## config.mk

```make
export PLATFORM = sky130hd
export DESIGN_NAME = dcache_direct
export DESIGN_NICKNAME = d
export VERILOG_FILES = /design/src/rtl/dcache_pkg.sv /design/src/rtl/dcache_line_store.sv /design/src/rtl/dcache_direct.sv
export SDC_FILE = /design/constraint.sdc
export NUM_CORES = 1
export LEC_CHECK = 0
export ABC_AREA = 0
export BUFFER_PORTS_ARGS = -buffer_cell sky130_fd_sc_hd__buf_2
export CAP_MARGIN = 40
export CELL_PAD_IN_SITES_DETAIL_PLACEMENT = 0
export CELL_PAD_IN_SITES_GLOBAL_PLACEMENT = 1
export CORE_UTILIZATION = 27
export DETAILED_ROUTE_END_ITERATION = 6
export PLACE_DENSITY_LB_ADDON = 0.1
export SYNTH_ARGS = -nofsm -noshare
export SYNTH_HDL_FRONTEND = slang
export SYNTH_SLANG_ARGS = --single-unit
```

## constraint.sdc

```tcl
create_clock -name clk -period 14.1 [get_ports clk]
set_clock_uncertainty 0.2 [all_clocks]
set_input_delay 2.82 -clock clk [delete_from_list [all_inputs] [get_ports clk]]
set_output_delay 2.82 -clock clk [all_outputs]
set_load 0.005 [all_outputs]
```

## src/rtl/dcache_pkg.sv

```systemverilog
// Shared types and address-split helpers for the direct-mapped data cache.
package dcache_pkg;

    typedef enum logic [1:0] {
        IDLE,
        FILL,
        WRITE,
        DONE
    } state_e;

    localparam int OFFSET_W = 2;

    function automatic int idx_w(input int sets);
        return $clog2(sets);
    endfunction

    function automatic int tag_w(input int sets, input int data_width);
        return data_width - $clog2(sets) - OFFSET_W;
    endfunction

endpackage

```

## src/rtl/dcache_line_store.sv

```systemverilog
// Valid/tag/data arrays for the one-word-per-line data cache.
module dcache_line_store
    import dcache_pkg::*;
#(
    parameter int DATA_WIDTH = 32,
    parameter int SETS       = 8,
    localparam int IW        = idx_w(SETS),
    localparam int TW        = tag_w(SETS, DATA_WIDTH)
) (
    input  logic                  clk,
    input  logic                  rst,
    input  logic [IW-1:0]         rd_idx_i,
    output logic                  rd_valid_o,
    output logic [TW-1:0]         rd_tag_o,
    output logic [DATA_WIDTH-1:0] rd_data_o,
    input  logic                  wr_en_i,
    input  logic                  wr_byte_i,
    input  logic                  wr_fill_i,
    input  logic [IW-1:0]         wr_idx_i,
    input  logic [OFFSET_W-1:0]   wr_off_i,
    input  logic [TW-1:0]         wr_tag_i,
    input  logic [DATA_WIDTH-1:0] wr_data_i
);

    logic [SETS-1:0]                 valid_q, valid_d;
    logic [SETS-1:0][TW-1:0]         tag_q, tag_d;
    logic [SETS-1:0][DATA_WIDTH-1:0] data_q, data_d;

    assign rd_valid_o = valid_q[rd_idx_i];
    assign rd_tag_o   = tag_q[rd_idx_i];
    assign rd_data_o  = data_q[rd_idx_i];

    // Only a refill allocates a line; store hits touch data alone.
    always_comb begin
        valid_d = valid_q;
        tag_d   = tag_q;
        data_d  = data_q;
        if (wr_en_i) begin
            if (wr_fill_i) begin
                valid_d[wr_idx_i] = 1'b1;
                tag_d[wr_idx_i]   = wr_tag_i;
            end
            if (wr_byte_i) begin
                data_d[wr_idx_i][{wr_off_i, 3'b000} +: 8] = wr_data_i[7:0];
            end else begin
                data_d[wr_idx_i] = wr_data_i;
            end
        end
    end

    always_ff @(posedge clk or posedge rst) begin
        if (rst) begin
            valid_q <= '0;
        end else begin
            valid_q <= valid_d;
        end
    end

    always_ff @(posedge clk) begin
        tag_q  <= tag_d;
        data_q <= data_d;
    end

endmodule

```

## src/rtl/dcache_direct.sv

```systemverilog
// Direct-mapped write-through no-write-allocate data cache.
// Define DCACHE_STATS_EN to add load hit/miss counters.
module dcache_direct
    import dcache_pkg::*;
#(
    parameter int DATA_WIDTH = 32,
    parameter int SETS       = 8
) (
    input  logic                  clk,
    input  logic                  rst,
    input  logic                  cpu_req_i,
    input  logic                  cpu_we_i,
    input  logic                  cpu_byte_i,
    input  logic [DATA_WIDTH-1:0] cpu_addr_i,
    input  logic [DATA_WIDTH-1:0] cpu_wdata_i,
    output logic [DATA_WIDTH-1:0] cpu_rdata_o,
    output logic                  cpu_stall_o,
    output logic                  mem_req_o,
    output logic                  mem_we_o,
    output logic                  mem_byte_o,
    output logic [DATA_WIDTH-1:0] mem_addr_o,
    output logic [DATA_WIDTH-1:0] mem_wdata_o,
    input  logic                  mem_ack_i,
    input  logic [DATA_WIDTH-1:0] mem_rdata_i
`ifdef DCACHE_STATS_EN
    ,
    output logic [DATA_WIDTH-1:0] hit_count_o,
    output logic [DATA_WIDTH-1:0] miss_count_o
`endif
);

    localparam int IW = idx_w(SETS);
    localparam int TW = tag_w(SETS, DATA_WIDTH);

    state_e                state_q, state_d;
    logic [DATA_WIDTH-1:0] addr_q, addr_d;
    logic                  byte_q, byte_d;
    logic                  we_q, we_d;
    logic                  mem_req_q, mem_req_d;
    logic                  mem_we_q, mem_we_d;
    logic                  mem_byte_q, mem_byte_d;
    logic [DATA_WIDTH-1:0] mem_addr_q, mem_addr_d;
    logic [DATA_WIDTH-1:0] mem_wdata_q, mem_wdata_d;

    logic [IW-1:0]         cpu_idx, rd_idx, wr_idx;
    logic [TW-1:0]         cpu_tag, rd_tag, wr_tag;
    logic [OFFSET_W-1:0]   cpu_off, sel_off, wr_off;
    logic [DATA_WIDTH-1:0] rd_data, wr_data, line_word;
    logic                  rd_valid, hit, load_hit, load_miss;
    logic                  wr_en, wr_byte, wr_fill, stall, sel_byte;
    logic [7:0]            sel_lane;

    assign cpu_off = cpu_addr_i[OFFSET_W-1:0];
    assign cpu_idx = cpu_addr_i[IW+OFFSET_W-1:OFFSET_W];
    assign cpu_tag = cpu_addr_i[DATA_WIDTH-1:IW+OFFSET_W];

    // Outside IDLE the array is read at the latched request address.
    assign rd_idx = (state_q == IDLE) ? cpu_idx
                                      : addr_q[IW+OFFSET_W-1:OFFSET_W];

    dcache_line_store #(
        .DATA_WIDTH(DATA_WIDTH),
        .SETS      (SETS)
    ) u_lines (
        .clk       (clk),
        .rst       (rst),
        .rd_idx_i  (rd_idx),
        .rd_valid_o(rd_valid),
        .rd_tag_o  (rd_tag),
        .rd_data_o (rd_data),
        .wr_en_i   (wr_en),
        .wr_byte_i (wr_byte),
        .wr_fill_i (wr_fill),
        .wr_idx_i  (wr_idx),
        .wr_off_i  (wr_off),
        .wr_tag_i  (wr_tag),
        .wr_data_i (wr_data)
    );

    assign hit       = rd_valid && (rd_tag == cpu_tag);
    assign load_hit  = (state_q == IDLE) && cpu_req_i && !cpu_we_i && hit;
    assign load_miss = (state_q == IDLE) && cpu_req_i && !cpu_we_i && !hit;

    always_comb begin
        state_d     = state_q;
        addr_d      = addr_q;
        byte_d      = byte_q;
        we_d        = we_q;
        mem_req_d   = mem_req_q;
        mem_we_d    = mem_we_q;
        mem_byte_d  = mem_byte_q;
        mem_addr_d  = mem_addr_q;
        mem_wdata_d = mem_wdata_q;
        stall       = 1'b0;
        wr_en       = 1'b0;
        wr_byte     = 1'b0;
        wr_fill     = 1'b0;
        wr_idx      = cpu_idx;
        wr_off      = cpu_off;
        wr_tag      = cpu_tag;
        wr_data     = cpu_wdata_i;
        unique case (state_q)
            IDLE: begin
                if (cpu_req_i && (cpu_we_i || !hit)) begin
                    stall       = 1'b1;
                    addr_d      = cpu_addr_i;
                    byte_d      = cpu_byte_i;
                    we_d        = cpu_we_i;
                    mem_req_d   = 1'b1;
                    mem_we_d    = cpu_we_i;
                    mem_byte_d  = cpu_we_i && cpu_byte_i;
                    mem_addr_d  = cpu_we_i ? cpu_addr_i
                                           : {cpu_addr_i[DATA_WIDTH-1:OFFSET_W],
                                              {OFFSET_W{1'b0}}};
                    mem_wdata_d = cpu_wdata_i;
                    state_d     = cpu_we_i ? WRITE : FILL;
                    wr_en       = cpu_we_i && hit;
                    wr_byte     = cpu_byte_i;
                end
            end
            FILL: begin
                stall = 1'b1;
                if (mem_ack_i) begin
                    wr_en     = 1'b1;
                    wr_fill   = 1'b1;
                    wr_idx    = addr_q[IW+OFFSET_W-1:OFFSET_W];
                    wr_tag    = addr_q[DATA_WIDTH-1:IW+OFFSET_W];
                    wr_data   = mem_rdata_i;
                    mem_req_d = 1'b0;
                    state_d   = DONE;
                end
            end
            WRITE: begin
                stall = 1'b1;
                if (mem_ack_i) begin
                    mem_req_d  = 1'b0;
                    mem_we_d   = 1'b0;
                    mem_byte_d = 1'b0;
                    state_d    = DONE;
                end
            end
            DONE: begin
                state_d = IDLE;
            end
            default: begin
                state_d = IDLE;
            end
        endcase
    end

    assign sel_off  = (state_q == IDLE) ? cpu_off : addr_q[OFFSET_W-1:0];
    assign sel_byte = (state_q == IDLE) ? cpu_byte_i : byte_q;

    always_comb begin
        line_word = '0;
        if (load_hit || (state_q == DONE && !we_q)) begin
            line_word = rd_data;
        end
    end

    assign sel_lane    = line_word[{sel_off, 3'b000} +: 8];
    assign cpu_rdata_o = sel_byte ? {{(DATA_WIDTH-8){1'b0}}, sel_lane}
                                  : line_word;

    // Gating by rst keeps a held miss request from stalling during reset.
    assign cpu_stall_o = stall && !rst;
    assign mem_req_o   = mem_req_q;
    assign mem_we_o    = mem_we_q;
    assign mem_byte_o  = mem_byte_q;
    assign mem_addr_o  = mem_addr_q;
    assign mem_wdata_o = mem_wdata_q;

    always_ff @(posedge clk or posedge rst) begin
        if (rst) begin
            state_q     <= IDLE;
            addr_q      <= '0;
            byte_q      <= 1'b0;
            we_q        <= 1'b0;
            mem_req_q   <= 1'b0;
            mem_we_q    <= 1'b0;
            mem_byte_q  <= 1'b0;
            mem_addr_q  <= '0;
            mem_wdata_q <= '0;
        end else begin
            state_q     <= state_d;
            addr_q      <= addr_d;
            byte_q      <= byte_d;
            we_q        <= we_d;
            mem_req_q   <= mem_req_d;
            mem_we_q    <= mem_we_d;
            mem_byte_q  <= mem_byte_d;
            mem_addr_q  <= mem_addr_d;
            mem_wdata_q <= mem_wdata_d;
        end
    end

`ifdef DCACHE_STATS_EN
    logic [DATA_WIDTH-1:0] hit_cnt_q, hit_cnt_d;
    logic [DATA_WIDTH-1:0] miss_cnt_q, miss_cnt_d;

    always_comb begin
        hit_cnt_d  = hit_cnt_q + DATA_WIDTH'(load_hit);
        miss_cnt_d = miss_cnt_q + DATA_WIDTH'(load_miss);
    end

    always_ff @(posedge clk or posedge rst) begin
        if (rst) begin
            hit_cnt_q  <= '0;
            miss_cnt_q <= '0;
        end else begin
            hit_cnt_q  <= hit_cnt_d;
            miss_cnt_q <= miss_cnt_d;
        end
    end

    assign hit_count_o  = hit_cnt_q;
    assign miss_count_o = miss_cnt_q;
`else
    logic unused_miss;
    assign unused_miss = load_miss;
`endif

endmodule

```

==> results.md <==
Drt:
- The starting DRC count in detailed routing is 1471.
- For this run, the detailed router's first-pass iteration total came to 5.
- The average wire length per cell after detail routing is 25.0 um.
- The post-route DRC violation count is 0.
- The final layout contains routed wiring with a total length of 94500 um.
- After detailed routing, the number of vias per cell comes to 4.95.
- The routed layout has 18700 vias.
- The antenna violation net count after detailed routing is 0.

Yosys:
- After synthesis, the cell types taking the most area are sky130_fd_sc_hd__edfxtp_1 (53%), sky130_fd_sc_hd__dfrtp_1 (7.6%), sky130_fd_sc_hd__mux2_2 (4.7%).
- The number of distinct standard cells referenced by the synthesized netlist is 82.
- The synthesized netlist cell count is 2272.
- The most frequently used flop master after synthesis is sky130_fd_sc_hd__edfxtp_1.
- The net count after synthesis is 2383.
- Yosys mapped a number of flops with a built-in enable equal to 472.
- In this run the mean area of a mapped cell was 11.7 um^2.
- The share of async-settable or async-resettable flops after synthesis is 14.6%.
- Counting flops and latches in the post-synthesis netlist gives 553.
- Of all cell types, the one taking the most synthesized area is sky130_fd_sc_hd__edfxtp_1.
- For this run, the number of Yosys warnings is 0.
- The sequential fraction of the synthesis area is 60.9%.
- The post-synth design cell area is 0.0266 mm^2.
- The area share of the leading cell type in the synthesized netlist is 53.3%.

CTS:
- The clock transition at the registers of the reported paths is 50 ps.
- The CTS tree is built.
- The maximum count of clock buffers along a single path is 3.
- The number of clock buffers inserted by TritonCTS is 71.
- The total clock sinks is 553.
- After clock tree synthesis, the repair step resized 0 gates.
- In this run the number of H-tree levels came out at 3.
- The cell at the root of the clock tree is sky130_fd_sc_hd__clkbuf_16.
- The number of hold buffers added after CTS was 0.
- The number of setup buffers added after CTS is 0.
- Clock latency on the worst-skew pair, taken at its later pin, is 620 ps.

Setup path:
- At the worst endpoint, the required time is 11080 ps.
- The register-to-register path setup slack is 7070 ps.
- The critical path start-end classification is in2out.
- Walking the worst path, the cells encountered are buf_2, buf_4, mux2_8, mux2i_1, a32oi_1, a21o_1, a2111oi_0, and4_1, nand4_2, or4_1, a2bb2oi_2, buf_4, nor2_1, buf_2.
- The buffer and inverter count on the worst path is 4.
- On the worst path, the slowest cell contributes a delay of 810 ps.
- The startpoint class of the critical path is an input pin.
- In this run the worst path has a maximum fanout of 93.
- The data arrival time at the worst-slack endpoint is 7560 ps.
- Measured in cells, the most critical reg-to-reg path has a length of 14.
- In this run the critical register-to-register path is captured at u_lines.data_q[235].
- The worst register-to-register path begins at state_q[0].
- The element type at the critical path end is a primary output.
- For this design, the slowest cell found on the critical path is sky130_fd_sc_hd__mux2_8.
- The cell family contributing the most delay on the critical path is simple AND/OR/NAND/NOR gates.

Pwr:
- The internal power consumption is 4.10 mW.
- Across the VDD grid, the largest voltage drop is 117 uV.
- Per report_power, the clock group accounts for 27.1% of the total.
- In this run switching power makes up 40.0% of total power.
- The sequential power share is 30.8%.
- Per report_power, the combinational group accounts for 42.1% of the total.
- In this run the power spent charging and discharging nets is 2.73 mW.
- The static leakage is 11.7 nW.
- Dividing total power by cell area gives a power density of 216 mW/mm^2.

Timing:
- Setup repair after global routing left no endpoint under its margin.
- The count of endpoints failing hold in the final timing report came to 0.
- Measured against its own limit, the worst slew margin works out to 37.4%.
- The max-slew violation count is 0.
- The total setup violations reported at the end of the flow is 0.
- The maximum operating frequency is 94.5 MHz.
- The minimum setup slack in the final design is 3520 ps.
- Counting I/O delays and the setup requirement, the final critical path takes 10580 ps.
- In the finished design, the share of the clock period the worst path needs comes to 75.1%.
- The hold slack is 264 ps.
- The total negative slack for setup checks is 0 ps.
- For the pin with the worst max-slew slack, the measured transition is 934 ps.

Finish:
- The combined area of the multi-input logic cells is 0.00950 mm^2.
- The fill cell total of the finished layout is 9744.
- Across the whole layout, storage elements account for 0.0162 mm^2.
- Cells fill 32.5% of the core in the end.
- The final-stage net count is 2561.
- Cells with a size suffix above 1 make up 24.7% of the layout.
- After routing the design area is 0.0316 mm^2.
- The area growth from synthesis to final layout is 18.8%.

Worst hold path:
- The path category of the worst min-delay check is reg2reg.
- Along the worst hold path, the cell count comes to 1.
- For hold timing, the worst endpoint is u_lines.valid_q[6].
- The startpoint of the tightest hold check path is u_lines.valid_q[6].

Global routing:
- The first global-routing pass estimated 137000 um of wire.
- The maximum number of pins on one net before global-route repair is 94.
- The number of global-route vias before repair is 18900.
- The initial antenna violation count is 1.
- The total routing usage reported by global routing is 19.0%.
- Summed over all layers, the global routing overflow is 0.

Place:
- Once placement finished, the instance area stood at 0.0292 mm^2.
- Timing analysis after detailed placement gives a worst setup slack of 3490 ps.
- The HPWL after detailed placement is 61500 um.
- Buffers placed on the I/O ports in this run total 201.
- Routability-driven placement finished with a final weighted congestion of 0.773.

Die:
- The count of boundary I/O pins is 202.
- The effective utilization at floorplan is 27.4%.
- The area of the core is 0.0971 mm^2.
- The die covers 0.0998 mm^2.
- Measured along the y axis, the die boundary spans 316 um.
- The die outline width is 316 um.
- The number of core rows is 114.

Run status:
- The run finished with clean final reports.

Flow run:
- The max-capacitance violation count is 0.
synthesized netlist by cell type (26+ instances only):
cell and instances:
sky130_fd_sc_hd__and3_1 39, sky130_fd_sc_hd__o21ai_0 42, sky130_fd_sc_hd__edfxtp_1 472, sky130_fd_sc_hd__a211oi_1 68
sky130_fd_sc_hd__nor2_1 311, sky130_fd_sc_hd__dfrtp_1 81, sky130_fd_sc_hd__inv_1 28, sky130_fd_sc_hd__mux2i_1 99
sky130_fd_sc_hd__clkbuf_1 105, sky130_fd_sc_hd__buf_4 45, sky130_fd_sc_hd__nor3_2 60, sky130_fd_sc_hd__mux2_2 110
sky130_fd_sc_hd__nand2_1 308, sky130_fd_sc_hd__o22ai_1 26, sky130_fd_sc_hd__a31oi_1 44, sky130_fd_sc_hd__nand3_1 86
sky130_fd_sc_hd__a21oi_1 54
layout by cell type (no fill, tap or decap), types with 6 or more instances in the layout:
cell type and n:
sky130_fd_sc_hd__a211oi_1 68, sky130_fd_sc_hd__a21o_1 15, sky130_fd_sc_hd__a21oi_1 54, sky130_fd_sc_hd__a221oi_1 10, sky130_fd_sc_hd__a22oi_1 6, sky130_fd_sc_hd__a31oi_1 44
sky130_fd_sc_hd__a32o_1 8, sky130_fd_sc_hd__a32oi_1 6, sky130_fd_sc_hd__and3_1 39, sky130_fd_sc_hd__buf_2 201, sky130_fd_sc_hd__buf_4 89, sky130_fd_sc_hd__bufinv_16 7
sky130_fd_sc_hd__clkbuf_1 20, sky130_fd_sc_hd__clkbuf_16 74, sky130_fd_sc_hd__clkbuf_8 7, sky130_fd_sc_hd__clkinv_1 11, sky130_fd_sc_hd__clkinv_2 9, sky130_fd_sc_hd__dfrtp_1 80
sky130_fd_sc_hd__edfxtp_1 472, sky130_fd_sc_hd__ha_1 8, sky130_fd_sc_hd__inv_1 27, sky130_fd_sc_hd__mux2_2 110, sky130_fd_sc_hd__mux2i_1 93, sky130_fd_sc_hd__nand2_1 307
sky130_fd_sc_hd__nand2b_1 7, sky130_fd_sc_hd__nand3_1 86, sky130_fd_sc_hd__nand4_1 6, sky130_fd_sc_hd__nor2_1 303, sky130_fd_sc_hd__nor2_4 8, sky130_fd_sc_hd__nor2b_1 25
sky130_fd_sc_hd__nor3_1 18, sky130_fd_sc_hd__nor3_2 60, sky130_fd_sc_hd__o211ai_1 16, sky130_fd_sc_hd__o21a_1 9, sky130_fd_sc_hd__o21ai_0 42, sky130_fd_sc_hd__o221ai_1 9
sky130_fd_sc_hd__o22ai_1 26, sky130_fd_sc_hd__or2_2 11, sky130_fd_sc_hd__xnor2_1 9, sky130_fd_sc_hd__xor2_1 8
worst reg2reg max path, delay by kind of cell (launching register included):
family / cells / cell delay, ps
mux: 1 / 820
buf+inv: 3 / 880
simple gates: 6 / 2270
flops: 1 / 420
fa+ha+maj: 1 / 340
compound gates: 3 / 1740
stage by stage:
| stage | total power [mW] | cells |
|---|---|---|
| finish | 6.83 | 3786 |
| global route | 7.20 | 3784 |
| global placement | 5.00 | 3610 |
| detailed placement | 5.07 | 3653 |
| CTS | 6.95 | 3784 |
| floorplan | 3.90 | 2272 |
per-layer routing:
layer,vias up,global-route usage (%),wire length (um)
met5,-,0,0
met4,0,4.33,1840
met3,115,2.51,3820
met2,457,33.6,47900
met1,9512,24.5,40900
li1,8663,-,-
power groups by stage:
stage | sequential [mW] | clock [mW] | combinational, mW
finish | 2.10 | 1.85 | 2.88
global route | 2.12 | 1.96 | 3.12
CTS | 2.11 | 1.91 | 2.94
detailed placement | 2.14 | 0 | 2.93
global placement | 2.13 | 0 | 2.86
floorplan | 2.10 | 0 | 1.79
registers in the layout (all words and copies together) (netlist names), 2 cells and up:
register	flops
u_lines.data_q	256
u_lines.tag_q	216
addr_q	32
mem_wdata_o	32
u_lines.valid_q	8
mem_addr_o	2
state_q	2
worst max path at each step:
stage	startpoint	endpoint	slack (ps)	cells after the start
after CTS	cpu_addr_i[3]	cpu_rdata_o[18]	3490	14
after detailed placement	cpu_addr_i[3]	cpu_rdata_o[18]	3490	14
after global routing	cpu_addr_i[3]	cpu_rdata_o[23]	3320	14
final	cpu_addr_i[3]	cpu_rdata_o[18]	3520	14
after global placement	cpu_addr_i[2]	cpu_rdata_o[13]	3420	14
after floorplan	cpu_addr_i[4]	cpu_rdata_o[11]	5350	13
kinds of logic after synthesis:
logic type	share of synthesized area, %
adder cells (fa/ha/maj)	0.423
flip-flops	60.9
XOR/XNOR	0.560
multiplexers	8.93
AO/OA/AOI/OAI	9.54
AND/OR/NAND/NOR	15.7
buffers and inverters	3.95
final cells by class:
cell class,instances,share of cell area (%)
repair buffers,297,5.78
flip-flops and latches,553,51.3
inverters,30,0.364
clock buffers,101,6.40
clock inverters,30,1.06
multi-input cells,1497,30.1
diodes,2,0.0158
well taps,1276,5.05
Note: power is estimated with default switching activity, not from simulation.
